[src/rtl/layer_seq_pkg.sv]
// Shared fixed-point format, activation codes and FSM encoding for sequenced layers.
package layer_seq_pkg;

  localparam int unsigned N = 32;         // data width
  localparam int unsigned F = 24;         // fraction bits
  localparam int unsigned I = N - F - 1;  // integer bits (excluding sign)

  localparam logic ACT_RELU = 1'b0;
  localparam logic ACT_LIN  = 1'b1;

  typedef enum logic [2:0] {
    StIdle,
    StLoad,
    StAcc,
    StOut,
    StDone
  } state_e;

endpackage

[src/rtl/seq_mac.sv]
// Sequenced multiply-accumulate node: 2N-bit accumulator with bias load,
// truncation back to the fixed-point format and selectable activation.
module seq_mac
  import layer_seq_pkg::*;
(
  input  logic         clk_i,
  input  logic         rst_ni,
  input  logic         acc_en_i,
  input  logic         load_bias_i,
  input  logic         capture_i,
  input  logic         act_sel_i,
  input  logic [N-1:0] x_i,
  input  logic [N-1:0] w_i,
  input  logic [N-1:0] b_i,
  output logic [N-1:0] z_o,
  output logic [N-1:0] y_o
);

  localparam int unsigned AW = 2 * N;

  logic [AW-1:0] acc_q, acc_d;
  logic [AW-1:0] bias_ext, prod, sum;
  logic [N-1:0]  z_next, y_next;
  logic [N-1:0]  z_q, y_q;

  always_comb begin
    bias_ext = {{(I + 1){b_i[N-1]}}, b_i, {F{1'b0}}};
    // Operands sign-extended to 2N so the low 2N bits hold the exact signed product.
    prod     = {{N{x_i[N-1]}}, x_i} * {{N{w_i[N-1]}}, w_i};
    sum      = (load_bias_i ? bias_ext : acc_q) + prod;
    acc_d    = acc_en_i ? sum : acc_q;
    z_next   = sum[2*F+I:F];
    y_next   = (act_sel_i == ACT_LIN || !z_next[N-1]) ? z_next : '0;
  end

  // Results are captured from the final sum so they appear in the cycle after the last product.
  always_ff @(posedge clk_i or negedge rst_ni) begin
    if (!rst_ni) begin
      acc_q <= '0;
      z_q   <= '0;
      y_q   <= '0;
    end else begin
      acc_q <= acc_d;
      if (capture_i) begin
        z_q <= z_next;
        y_q <= y_next;
      end
    end
  end

  assign z_o = z_q;
  assign y_o = y_q;

endmodule

[src/rtl/layer_seq.sv]
// Fully connected layer evaluated one neuron at a time on a single MAC,
// fetching bias, inputs and weights from one-cycle-latency memories.
module layer_seq
  import layer_seq_pkg::*;
#(
  parameter  int unsigned SX = 2,
  parameter  int unsigned NN = 4,
  localparam int unsigned XW = (SX > 1) ? $clog2(SX) : 1,
  localparam int unsigned WW = (SX * NN > 1) ? $clog2(SX * NN) : 1,
  localparam int unsigned KW = (NN > 1) ? $clog2(NN) : 1
) (
  input  logic          clk,
  input  logic          rst_n,
  input  logic          start,
  input  logic          act_sel,
  output logic          busy,
  output logic          done,
  output logic [XW-1:0] x_addr,
  input  logic [N-1:0]  x_data,
  output logic [WW-1:0] w_addr,
  input  logic [N-1:0]  w_data,
  output logic [KW-1:0] b_addr,
  input  logic [N-1:0]  b_data,
  output logic          y_valid,
  output logic [KW-1:0] y_idx,
  output logic [N-1:0]  y_data,
  output logic [N-1:0]  z_data
);

  state_e        state_q, state_d;
  logic [KW-1:0] k_q, k_d;
  logic [XW-1:0] j_q, j_d;
  logic          act_q, act_d;
  logic [KW-1:0] y_idx_q;
  logic          j_last, k_last;
  logic [XW-1:0] x_sel;
  logic          acc_en, load_bias, capture;

  assign j_last = (j_q == XW'(SX - 1));
  assign k_last = (k_q == KW'(NN - 1));
  // Prefetch index j+1, holding on the last input so the address stays in range.
  assign x_sel  = j_last ? j_q : j_q + 1'b1;

  always_ff @(posedge clk or negedge rst_n) begin
    if (!rst_n) begin
      state_q <= StIdle;
    end else begin
      state_q <= state_d;
    end
  end

  always_comb begin
    state_d = state_q;
    case (state_q)
      StIdle:  if (start) state_d = StLoad;
      StLoad:  state_d = StAcc;
      StAcc:   if (j_last) state_d = StOut;
      StOut:   state_d = k_last ? StDone : StLoad;
      StDone:  state_d = StIdle;
      default: state_d = StIdle;
    endcase
  end

  always_comb begin
    busy      = 1'b0;
    done      = 1'b0;
    y_valid   = 1'b0;
    x_addr    = '0;
    w_addr    = '0;
    b_addr    = '0;
    acc_en    = 1'b0;
    load_bias = 1'b0;
    capture   = 1'b0;
    case (state_q)
      StLoad: begin
        busy   = 1'b1;
        b_addr = k_q;
        w_addr = WW'(32'(k_q) * SX);
      end
      StAcc: begin
        busy      = 1'b1;
        b_addr    = k_q;
        x_addr    = x_sel;
        w_addr    = WW'(32'(k_q) * SX + 32'(x_sel));
        acc_en    = 1'b1;
        load_bias = (j_q == '0);
        capture   = j_last;
      end
      StOut: begin
        busy    = 1'b1;
        y_valid = 1'b1;
      end
      StDone:  done = 1'b1;
      default: ;
    endcase
  end

  always_comb begin
    k_d   = k_q;
    j_d   = j_q;
    act_d = act_q;
    case (state_q)
      StIdle: begin
        if (start) begin
          k_d   = '0;
          act_d = act_sel;
        end
      end
      StLoad:  j_d = '0;
      StAcc:   if (!j_last) j_d = j_q + 1'b1;
      StOut:   if (!k_last) k_d = k_q + 1'b1;
      default: ;
    endcase
  end

  always_ff @(posedge clk or negedge rst_n) begin
    if (!rst_n) begin
      k_q     <= '0;
      j_q     <= '0;
      act_q   <= ACT_RELU;
      y_idx_q <= '0;
    end else begin
      k_q   <= k_d;
      j_q   <= j_d;
      act_q <= act_d;
      if (capture) y_idx_q <= k_q;
    end
  end

  assign y_idx = y_idx_q;

  seq_mac u_mac (
    .clk_i       (clk),
    .rst_ni      (rst_n),
    .acc_en_i    (acc_en),
    .load_bias_i (load_bias),
    .capture_i   (capture),
    .act_sel_i   (act_q),
    .x_i         (x_data),
    .w_i         (w_data),
    .b_i         (b_data),
    .z_o         (z_data),
    .y_o         (y_data)
  );

endmodule

[config.mk]
export PLATFORM = sky130hd
export DESIGN_NAME = layer_seq
export DESIGN_NICKNAME = d
export VERILOG_FILES = /design/src/rtl/layer_seq_pkg.sv /design/src/rtl/seq_mac.sv /design/src/rtl/layer_seq.sv
export SDC_FILE = /design/constraint.sdc
export NUM_CORES = 2
export LEC_CHECK = 0
export BUFFER_PORTS_ARGS = -buffer_cell sky130_fd_sc_hd__buf_4
export CORE_AREA = 2 2 326 328
export CTS_BUF_LIST = sky130_fd_sc_hd__clkbuf_4 sky130_fd_sc_hd__clkbuf_8
export DETAILED_ROUTE_END_ITERATION = 16
export DIE_AREA = 0 0 328 330
export REMOVE_ABC_BUFFERS = 1
export SLEW_MARGIN = 20
export SYNTH_ARGS = -nofsm -noshare
export SYNTH_HDL_FRONTEND = slang
export SYNTH_SLANG_ARGS = --single-unit
[constraint.sdc]
create_clock -name clk -period 12.9 [get_ports clk]
set_input_delay 0.645 -clock clk [delete_from_list [all_inputs] [get_ports clk]]
set_output_delay 0.645 -clock clk [all_outputs]
set_load 0.01 [all_outputs]
==> flow_summary.toml <==
[run_status]
status = "completed"

[sta]
clock-skew-final_ns = 0.0199
worstMarginPinSlew_ns = 0.933
hold_violations = 0
finalCritPeriodShare_pct = 75.9
fin_crit_ns = 9.79
grt_setup_unrepaired = "no"
clock.fmax_ghz = 0.102
slew_violations = 0
tns_ns = 0
finalSetupViolCount = 0
max-slew-margin-rel_pct = 36.2

[cts]
tritoncts = "yes"
clock_sinks = 129
cts_buffer_depth = 2
numCtsBuffers = 17
ctsHoldBuffers = 0
cts_setup_buffers = 0
htree_levels = 4
cts-resized-gates = 0
cts.root.buffer_cell = "clkbuf_8"
path_clk_slew_ns = 0.09
clk_latency_ns = 0.50

[route]
num_vias = 29377
wl_um = 113000
via_per_inst = 5.05
wl_per_cell_um = 19.4
drc = 0
first_pass_iters = 6
drt_iter0_drc = 1581
ant_nets = 0

[cells_and_area]
fin_cells = 5821
layout-drive-gt1-share_pct = 5.76
synthToLayoutAreaGrowth_pct = 6.32
antenna_cells = 0
fin_util_pct = 42.2
finalNetCount = 5798

[yosys]
netlist_area_um2 = 41500
yosysWarnings = 0
ys_seq_area_share_pct = 7.78
syn_area_per_cell_um2 = 9.32
synth.top_cells.by_count = "inv_1 (1082), fa_1 (1079), nand2_1 (802)"
synth.most_common_cell = "inv_1"
syn-instance-count = 4452
ys_async_sr_fraction_pct = 100
synth.distinct_cells = 71
ys_top_cells_by_area = "fa_1 (52%), inv_1 (9.8%), dfrtp_1 (7.8%)"
ys_ff_latch = 129
yosysTopAreaCellShare_pct = 52.0
ys.flop_type = "dfrtp_1"
synth_area_leader_cell = "fa_1"
synth-edff-count = 0

[floorplan]
core_area_um2 = 105000
die-area_um2 = 108000
num_io_pins = 175
initial_utilization_pct = 39.7
core.rowCount = 119
die_width_um = 328
fp.dieH_um = 330

[setup_path]
crit_start = "state_q[1]$_DFFE_PN0P_"
end_kind = "register"
path_class = "reg -> reg"
crit-reg2reg-launch = "state_q[1]$_DFFE_PN0P_"
required_ns = 13.24
startpoint_type = "register"
worstPathMaxFanout = 27
cp.arrival_ns = 10.13

[grt]
grt_pass1_wl_um = 185000
grt-ovfl-total = 0
grt_max_degree = 103
grt_pass1_vias = 32961
track_usage_pct = 22.2
antenna_found_initial = 4

[min_path]
hold_class = "in -> async"

[placed_design]
hpwl_um = 93700
numPortBuffers = 174
dp_cells = 5789
gp_congestion = 0.925

[flow_run]
maxCapViolCount = 0
area by class of cell:
type                    instances  area [µm²]
fillers                     10402       60500
clock inverters                15         159
flip-flops and latches        129        3230
multi-input cells            3002       33300
repair buffers                185        1390
inverters                    1082        4060
clock buffers                  17         234
well taps                    1391        1740
metrics by stage:
step / hold slack [ns] / setup WS [ns] / cell area [µm²]
6_report: 0.124 / 3.11 / 44100
5_1_grt: 0.158 / 2.60 / 44100
4_1_cts: 0.143 / 3.04 / 44100
3_5_place_dp: 0.455 / 3.04 / 43700
3_3_place_gp: 0.450 / 3.27 / 43700
2_1_floorplan: 0.349 / 1.65 / 40600
metal layers:
metal  GRT usage [%]  wire length (µm)
met5               0                 0
met2            38.4             56600
met4            4.28              2200
met1            29.8             47500
met3            3.01              6490
cells in the final DEF, fill, tap and decap left out, types with 4 or more instances in the layout:
cell / count
nor2_1: 38
dfrtp_1: 129
nor4_1: 4
o21ai_2: 10
ha_1: 202
inv_6: 5
nand2_1: 800
or3_1: 6
o31ai_1: 16
a21o_1: 24
a21oi_1: 47
nor2b_1: 24
and2_1: 395
a31oi_1: 9
o21bai_1: 8
nor3_1: 6
mux2i_1: 34
o21ai_0: 97
xnor2_1: 53
a211oi_1: 6
fa_1: 1079
nand3_1: 12
o211ai_1: 12
xor2_1: 26
o31ai_2: 10
buf_4: 184
nand2b_1: 11
nand4_1: 13
clkbuf_8: 17
inv_1: 1082
cells by family (layout without fill, tap and decap cells):
logic type / count (synthesis) / count (layout) / synth area share [%]
compound gates: 274 / 274 / 4.39
xor+xnor: 82 / 82 / 1.81
fa+ha+maj: 1281 / 1281 / 58.1
buf+inv: 1321 / 1299 / 12.0
flops: 129 / 129 / 7.78
mux: 36 / 36 / 0.874
simple gates: 1329 / 1329 / 15.0
state kept, by name, indices dropped and copies added, names as in the netlist:
name,flops
u_mac.acc_q,56
k_q,2
y_idx,2
u_mac.y_o,32
state_q,3
j_last,1
act_q,1
u_mac.z_o,32
critical path, stage by stage (launching register included):
cell and delay (ns):
dfrtp_1 0.50, nor2b_1 0.37, nand2b_4 0.25, nor2_4 0.50, mux2i_1 0.32, fa_1 0.45, fa_1 0.54, inv_1 0.05
fa_1 0.47, inv_1 0.06, fa_1 0.53, inv_1 0.05, fa_1 0.48, fa_1 0.51, fa_1 0.50, inv_1 0.05
fa_1 0.48, inv_1 0.05, ha_1 0.45, nand2_2 0.13, or3_1 0.42, a311o_1 0.48, a2111oi_4 0.40, a21oi_2 0.19
o41ai_4 0.36, xnor2_2 0.20, o21ai_4 0.62, o21ai_0 0.20
worst paths after layout:
path	cells after the start	to	slack, ns
max in group asynchronous	2	u_mac.acc_q[3]$_DFFE_PN0N_	11.38
setup / recovery	27	u_mac.y_o[0]$_DFFE_PN0P_	3.11
min in group clk	3	act_q$_DFFE_PN0P_	0.39
hold reg to reg	2	u_mac.acc_q[4]$_DFFE_PN0N_	0.47
hold / removal	1	u_mac.y_o[25]$_DFFE_PN0P_	0.12
setup reg to reg	27	u_mac.y_o[0]$_DFFE_PN0P_	3.11
Power is left out: the tool's default activity adds up to more than one toggle a clock period on the data nets, which glitch-free logic cannot reach.
